--- src/rtl/mux_nway_rr.sv ---
// mux_nway_rr: N-channel registered valid/ready mux with directed or round-robin channel choice
// Ports:
//   clk, rst_n            clock (rising edge), asynchronous active-low reset
//   mode_i                0 = directed by sel_i, 1 = round-robin among valid channels
//   sel_i                 directed-mode channel select; values >= N never grant
//   in_data_i             channel i data at [i*WIDTH +: WIDTH]
//   in_valid_i/in_last_i  per-channel valid and end-of-packet marker
//   in_ready_o            per-channel ready, one-hot or zero, combinational
//   out_data_o/out_chan_o/out_last_o/out_valid_o  registered output beat
//   out_ready_i           consumer ready
// Optional: define MUX_NWAY_PACKET_LOCK_EN to keep a round-robin grant until in_last closes the packet.
module mux_nway_rr #(
  parameter int N = 4,
  parameter int WIDTH = 16,
  parameter int SEL_W = $clog2(N)
) (
  input  logic               clk,
  input  logic               rst_n,
  input  logic               mode_i,
  input  logic [SEL_W-1:0]   sel_i,
  input  logic [N*WIDTH-1:0] in_data_i,
  input  logic [N-1:0]       in_valid_i,
  input  logic [N-1:0]       in_last_i,
  output logic [N-1:0]       in_ready_o,
  output logic [WIDTH-1:0]   out_data_o,
  output logic [SEL_W-1:0]   out_chan_o,
  output logic               out_last_o,
  output logic               out_valid_o,
  input  logic               out_ready_i
);
  logic load, xfer, gnt_ok, dir_ok, rr_ok, locked;
  logic [SEL_W-1:0] gnt, rr_gnt, idx, ptr_q, ptr_d, out_chan_q, out_chan_d;
  logic [WIDTH-1:0] out_data_q, out_data_d;
  logic out_valid_q, out_valid_d, out_last_q, out_last_d;
  logic [WIDTH-1:0] ch_data [N];
  for (genvar i = 0; i < N; i++) begin : g_ch
    assign ch_data[i] = in_data_i[i*WIDTH +: WIDTH];
    assign in_ready_o[i] = xfer && (gnt == SEL_W'(i));
  end
  // Scan from farthest to nearest so the channel closest after ptr_q wins.
  always_comb begin
    rr_gnt = ptr_q;
    rr_ok = 1'b0;
    idx = '0;
    for (int k = N; k >= 1; k--) begin
      idx = SEL_W'((int'(ptr_q) + k) % N);
      if (in_valid_i[idx]) begin
        rr_gnt = idx;
        rr_ok = 1'b1;
      end
    end
  end
  assign dir_ok = (int'(sel_i) < N) ? in_valid_i[sel_i] : 1'b0;
  // While a packet is locked the grant stays on ptr_q, the channel that opened it.
  assign gnt = mode_i ? (locked ? ptr_q : rr_gnt) : sel_i;
  assign gnt_ok = mode_i ? (locked ? in_valid_i[ptr_q] : rr_ok) : dir_ok;
  assign load = !out_valid_q || out_ready_i;
  assign xfer = load && gnt_ok;
  always_comb begin
    out_valid_d = load ? xfer : out_valid_q;
    out_data_d = xfer ? ch_data[gnt] : out_data_q;
    out_chan_d = xfer ? gnt : out_chan_q;
    out_last_d = xfer ? in_last_i[gnt] : out_last_q;
    ptr_d = (xfer && mode_i) ? gnt : ptr_q;
  end
  always_ff @(posedge clk or negedge rst_n) begin
    if (!rst_n) begin
      out_valid_q <= 1'b0;
      out_data_q <= '0;
      out_chan_q <= '0;
      out_last_q <= 1'b0;
      ptr_q <= SEL_W'(N - 1);
    end else begin
      out_valid_q <= out_valid_d;
      out_data_q <= out_data_d;
      out_chan_q <= out_chan_d;
      out_last_q <= out_last_d;
      ptr_q <= ptr_d;
    end
  end
`ifdef MUX_NWAY_PACKET_LOCK_EN
  logic lock_q, lock_d;
  assign lock_d = !mode_i ? 1'b0 : xfer ? !in_last_i[gnt] : lock_q;
  assign locked = lock_q && mode_i;
  always_ff @(posedge clk or negedge rst_n) begin
    if (!rst_n) lock_q <= 1'b0;
    else lock_q <= lock_d;
  end
`else
  assign locked = 1'b0;
`endif
  assign out_valid_o = out_valid_q;
  assign out_data_o = out_data_q;
  assign out_chan_o = out_chan_q;
  assign out_last_o = out_last_q;
endmodule

--- config.mk ---
export PLATFORM = sky130hd
export DESIGN_NAME = mux_nway_rr
export DESIGN_NICKNAME = d
export VERILOG_FILES = /design/src/rtl/mux_nway_rr.sv
export SDC_FILE = /design/constraint.sdc
export NUM_CORES = 1
export LEC_CHECK = 0
export BUFFER_PORTS_ARGS = -buffer_cell sky130_fd_sc_hd__buf_2
export CAP_MARGIN = 20
export CORE_UTILIZATION = 48
export DETAILED_ROUTE_END_ITERATION = 6
export MAX_ROUTING_LAYER = met4
export PLACE_DENSITY = 0.86
export SYNTH_ARGS = -nofsm -noshare
export SYNTH_HDL_FRONTEND = slang
export SYNTH_SLANG_ARGS = --single-unit
--- constraint.sdc ---
create_clock -name clk -period 3.1 [get_ports clk]
set_clock_uncertainty 0.05 [all_clocks]
set_input_delay 0.465 -clock clk [delete_from_list [all_inputs] [get_ports clk]]
set_output_delay 0.465 -clock clk [all_outputs]
set_load 0.01 [all_outputs]
==> metrics.cfg, run 1 <==
[clock_network]
cts.clk_slew.worst_paths_ps=80
cts_setup_buffers=0
cts-htree-levels=1
postCtsHoldBufs=0
max-clock-path-buffers=2
clkLatencyLatePin_ps=260
cts_sinks=22
cts_root_buf=clkbuf_8
cts_buffers=3
postCtsResizedCells=0
cts_tree=yes

[synthesis]
synth_cell_type_count=41
syn_inst=175
netlist_area_um2=1812
postSynthAreaPerCell_um2=10.35
synth_nets=253
synthArstFlopShare=1.000
yosysSeqAreaShare=0.3052
synth_ff_type=dfrtp_1
yosysWarnings=0
synth_edf_count=0
ys_seq_elements=22

[detailed_routing]
routedWlPerCell_um=16.53
first_pass_iters=4
ant_nets=0
wirelength_um=5273
via_per_inst=5.806
drc_errors=0
drtIter0Drc=161
vias=1852

[timing]
hold_viol=0
slew_violations=0
fin_crit_ps=2756
period_share=0.8892
fin_setup_tns_ps=0
finalSetupViolCount=0
tightest_slew_ps=1064
slew_headroom=0.2869
fmax_mhz=362.8
rsz0062_at_grt=no

[global_route]
grt_pass1_wl_um=8390
antenna_found_initial=0
grt_overflow=0
grt_max_degree=23
grt_pass1_vias=1832
grtUsageTotal=0.2684

[floorplan]
die_x_um=63.44
core_area_um2=3468
io_pins=102
rows=21
start_util=0.5224
die-height_um=63.44
dieArea_um2=4024

[pwr]
p_per_area_nw_per_um2=612.7
ir_drop_mv=0.2762
leakage_nw=1.143

[setup_path]
startpoint_type=flip-flop
crit_path_max_fanout=17
reg2reg_to=out_data_o[14]
cpPeakStageDelay_ps=600
worst_ep_required_time_ps=2580
r2r_start=ptr_q[1]
cp.arrival_ps=2240
r2r.worst_path.cells=7
critical_path_class=reg -> out
crit_path_cell_trace=nand2b_1 -> a21o_1 -> nand3_1 -> a21oi_2 -> nand3b_4 -> inv_2 -> buf_2
worstSetupEndpointType=primary output
critPathSlowestCell=dfstp_2
reg2reg_slack_ps=720

[final_layout]
layout.nets=352
stdcell_area_um2=2411
area_delta_synth_final_pct=33.08
drive_above_1_share=0.5165
final_util=0.6952
insertedDiodeCount=0

[run_status]
status=complete, no violations

[hold_path]
worst_hold_path_type=in -> async

[place]
dpl_cell_area_um2=2340
gp_congestion=0.8481
portBuffers=101
dp_hpwl_um=3923

[job]
drv_cap=0

cell type report:
class                           count  area (µm²)
Clock buffer                        3       41.29
Clock inverter                      1       30.03
Fill cell                         305        1057
Inverter                            7       26.28
Multi-Input combinational cell    136        1175
Sequential cell                    22       553.0
Tap cell                           46       57.56
Timing Repair Buffer              104       528.0
cell usage in the layout (no fill, tap or decap), types with 4 or more instances in the layout:
master and instances:
mux2i_1 17, mux2_1 9, o221a_2 7, nand2b_1 5, dfrtp_1 20, mux2_2 10
buf_2 101, nand2_1 26, inv_1 4, o221a_1 25, nor2_1 6
critical path, delay by kind of cell, from the launching register on:
family | cells | cell delay [ps]
AND/OR/NAND/NOR | 3 | 780
flip-flops | 1 | 600
AO/OA/AOI/OAI | 2 | 430
buffers and inverters | 2 | 170
cells in the mapped netlist (3+ instances only):
cell | n | share of area
buf_2 | 7 | 0.019
dfrtp_1 | 20 | 0.28
inv_1 | 4 | 0.0083
inv_2 | 3 | 0.0062
mux2_1 | 9 | 0.056
mux2_2 | 10 | 0.062
mux2i_1 | 17 | 0.094
nand2_1 | 26 | 0.054
nand2b_1 | 5 | 0.017
nor2_1 | 6 | 0.012
o221a_1 | 25 | 0.16
o221a_2 | 7 | 0.044
stage by stage:
stage               setup slack [ps]  std cells  hold WS (ps)  power (mW)
global placement               672.7        315         405.4       1.185
finish                         343.6        319         105.0       1.477
global route                   139.7        319         144.3       1.563
detailed placement             615.0        315         416.7       1.208
CTS                            305.2        319         123.6       1.480
floorplan                      991.8        175         119.4      0.9525
flip-flops by register name (all words and copies together), names as in the netlist:
signal	count
out_data_o	16
out_chan_o	2
out_valid_o	1
ptr_q	2
out_last_o	1
per-layer routing:
| layer | GRT usage | routed length (µm) |
|---|---|---|
| met1 | 0.3379 | 2314 |
| met2 | 0.4428 | 2604 |
| met3 | 0.02717 | 264 |
| met4 | 0.09943 | 90 |
| met5 | - | 0 |
cell families after synthesis:
group,count (synthesis),synth area share
buffers and inverters,17,0.04626
and+or+nand+nor,50,0.1471
AOI/OAI and AO/OA,47,0.2604
DFF,22,0.3052
muxes,39,0.2410
power by group:
part | total [mW] | internal [mW] | switching, mW
Clock | 0.269 | 0.172 | 0.0964
Combinational | 0.730 | 0.381 | 0.349
Sequential | 0.479 | 0.401 | 0.0774
worst max path at each step:
stage,to,startpoint,slack (ps)
after floorplan,in_ready_o[1],in_valid_i[3],990
after global placement,in_ready_o[1],in_valid_i[3],670
after detailed placement,in_ready_o[1],ptr_q[1],610
after CTS,in_ready_o[1],ptr_q[1],310
after global routing,in_ready_o[1],ptr_q[1],140
final,in_ready_o[1],ptr_q[1],340
Power figures use the tool's default switching activity.
==> inputs of run 2 (changes only) <==
Settings changed: PLACE_DENSITY 0.86 to 0.84.
==> run 2 against run 1 <==
Against the previous run:
- register-to-register slack improved by 130 ps
- global-route usage is 1.7 points higher
- via count increased by 1.2%
- sequential share of layout area down 0.071 points
- routed wire length increased by 0.80%
- largest cell class unchanged
==> metrics.cfg, run 2 (same netlist as run 1, synthesis figures left out) <==
[setup_path]
cp-startpoint=ptr_q[1]
reg2reg_to=out_data_o[14]
endpoint=in_ready_o[1]
r2r_start=ptr_q[1]
reg2reg_slack_ps=850  ; +130 ps
worst_ep_required_time_ps=2580  ; about the same
crit_path_max_fanout=17  ; unchanged
cp.arrival_ps=2130  ; -110 ps
startpoint_type=flip-flop
worstSetupEndpointType=primary output
critical_path_class=reg -> out
r2r.worst_path.cells=7  ; unchanged

[final_layout]
layout_commonest_cell=buf_2
stdcell_area_um2=2419  ; +0.31%
final_util=0.6973  ; +0.002164
layout_common_cells=buf_2 (101), nand2_1 (26), o221a_1 (25)
area_delta_synth_final_pct=33.49
insertedDiodeCount=0  ; unchanged
largest_reg_flops=16  ; unchanged
instances_no_fill=320  ; +0.31%
layout.nets=353  ; +0.28%
drive_above_1_share=0.5182  ; +0.001765

[clock_network]
max-clock-path-buffers=2  ; unchanged
cts-htree-levels=1  ; unchanged
cts_root_buf=clkbuf_8
cts_tree=yes
postCtsResizedCells=0  ; unchanged
cts_setup_buffers=0  ; unchanged
cts.clk_slew.worst_paths_ps=90  ; about the same
cts_sinks=22  ; unchanged
cts_buffers=3  ; unchanged
postCtsHoldBufs=0  ; unchanged
clkLatencyLatePin_ps=260  ; about the same

[place]
place_ws_ps=686.1  ; +71.09 ps
dp.cells=316  ; +0.32%
gp_congestion=0.8350  ; -1.5%
portBuffers=101  ; unchanged
dp_hpwl_um=3993  ; +1.8%
dpl_cell_area_um2=2347  ; +0.32%

[timing]
period_share=0.8517  ; -0.03746
rsz0062_at_grt=no
finalSetupViolCount=0  ; unchanged
hold_ws_ps=108.7  ; +3.727 ps
fmax_mhz=378.8  ; +4.4%
tightest_slew_ps=1017  ; -46.67 ps
slew_headroom=0.3182  ; +0.03128
fin_setup_tns_ps=0  ; unchanged
fin_ws_ps=459.7  ; +116.1 ps
fin_crit_ps=2640  ; -116.1 ps
slew_violations=0  ; unchanged
hold_viol=0  ; unchanged

[floorplan]
dieArea_um2=4024  ; unchanged
core_area_um2=3468  ; unchanged
die_x_um=63.44  ; unchanged
io_pins=102  ; unchanged
rows=21  ; unchanged
start_util=0.5224  ; unchanged
die-height_um=63.44  ; unchanged

[global_route]
grt_max_degree=23  ; unchanged
antenna_found_initial=0  ; unchanged
grtUsageTotal=0.2849  ; +0.01653
grt_pass1_wl_um=8783  ; +4.7%
grt_overflow=0  ; unchanged
grt_pass1_vias=1911  ; +4.3%

[pwr]
power.internal_mw=0.9606  ; +0.64%
power_switching_share=0.3526  ; -0.001237
p_comb_frac=0.498  ; +0.004
ir_drop_mv=0.3398  ; +23%
p_seq_frac=0.319  ; -0.005
leakage_nw=1.147  ; +0.42%
p_per_area_nw_per_um2=613.5  ; +0.14%
clock_power_share=0.183  ; about the same
p_sw_mw=0.5232  ; +0.10%
p_total_mw=1.484  ; +0.45%

[run_status]
status=complete, no violations

[detailed_routing]
ant_nets=0  ; unchanged
drtIter0Drc=90  ; -44%
vias=1875  ; +1.2%
drc_errors=0  ; unchanged
routedWlPerCell_um=16.61  ; +0.48%
wirelength_um=5315  ; +0.80%
first_pass_iters=4  ; unchanged
via_per_inst=5.859  ; +0.93%

[job]
drv_cap=0  ; unchanged

[hold_path]
worst_hold_path_type=in -> async

[run 2: cell types whose count changed in the layout (fill, tap and decap cells not counted), sizes merged]
cell  before  now
buf      104  105
[run 2: area by class of cell]
| type | count | area, µm² |
|---|---|---|
| sequential | 22 | 553.0 |
| timing repair buffer | 105 | 535.5 |
| tap | 46 | 57.56 |
| clock buffer | 3 | 41.29 |
| multi-input combinational | 136 | 1175 |
| clock inverter | 1 | 30.03 |
| inverter | 7 | 26.28 |
| fill | 299 | 1050 |
[run 2: how the worst min path moves through the flow]
stage | endpoint | cells past startpoint
floorplan | out_chan_o[0] | 0
global placement | out_data_o[10] | 1
detailed placement | out_data_o[10] | 1
CTS | out_data_o[10] | 1
global route | out_data_o[10] | 1
finish | out_data_o[10] | 1
[run 2: worst max-delay path: stages (launching register included)]
cell and delay (ps):
dfstp_2 590, nand2b_1 120, a21o_1 130, nand3_1 290, a21oi_2 260, nand3b_4 290
inv_2 40, buf_2 130
[run 2: routing by layer]
layer / track usage / part of all wire
met1: 0.3582 / 0.43
met3: 0.03261 / 0.066
met5: - / 0
met4: 0.1222 / 0.026
met2: 0.4601 / 0.48
[run 2: power groups by stage]
| stage | clock (mW) | sequential (mW) | combinational (mW) |
|---|---|---|---|
| 6_report | 0.271 | 0.473 | 0.740 |
| 3_5_place_dp | 0 | 0.475 | 0.738 |
| 4_1_cts | 0.274 | 0.472 | 0.739 |
| 5_1_grt | 0.291 | 0.487 | 0.801 |
| 3_3_place_gp | 0 | 0.476 | 0.717 |
| 2_1_floorplan | 0 | 0.514 | 0.439 |
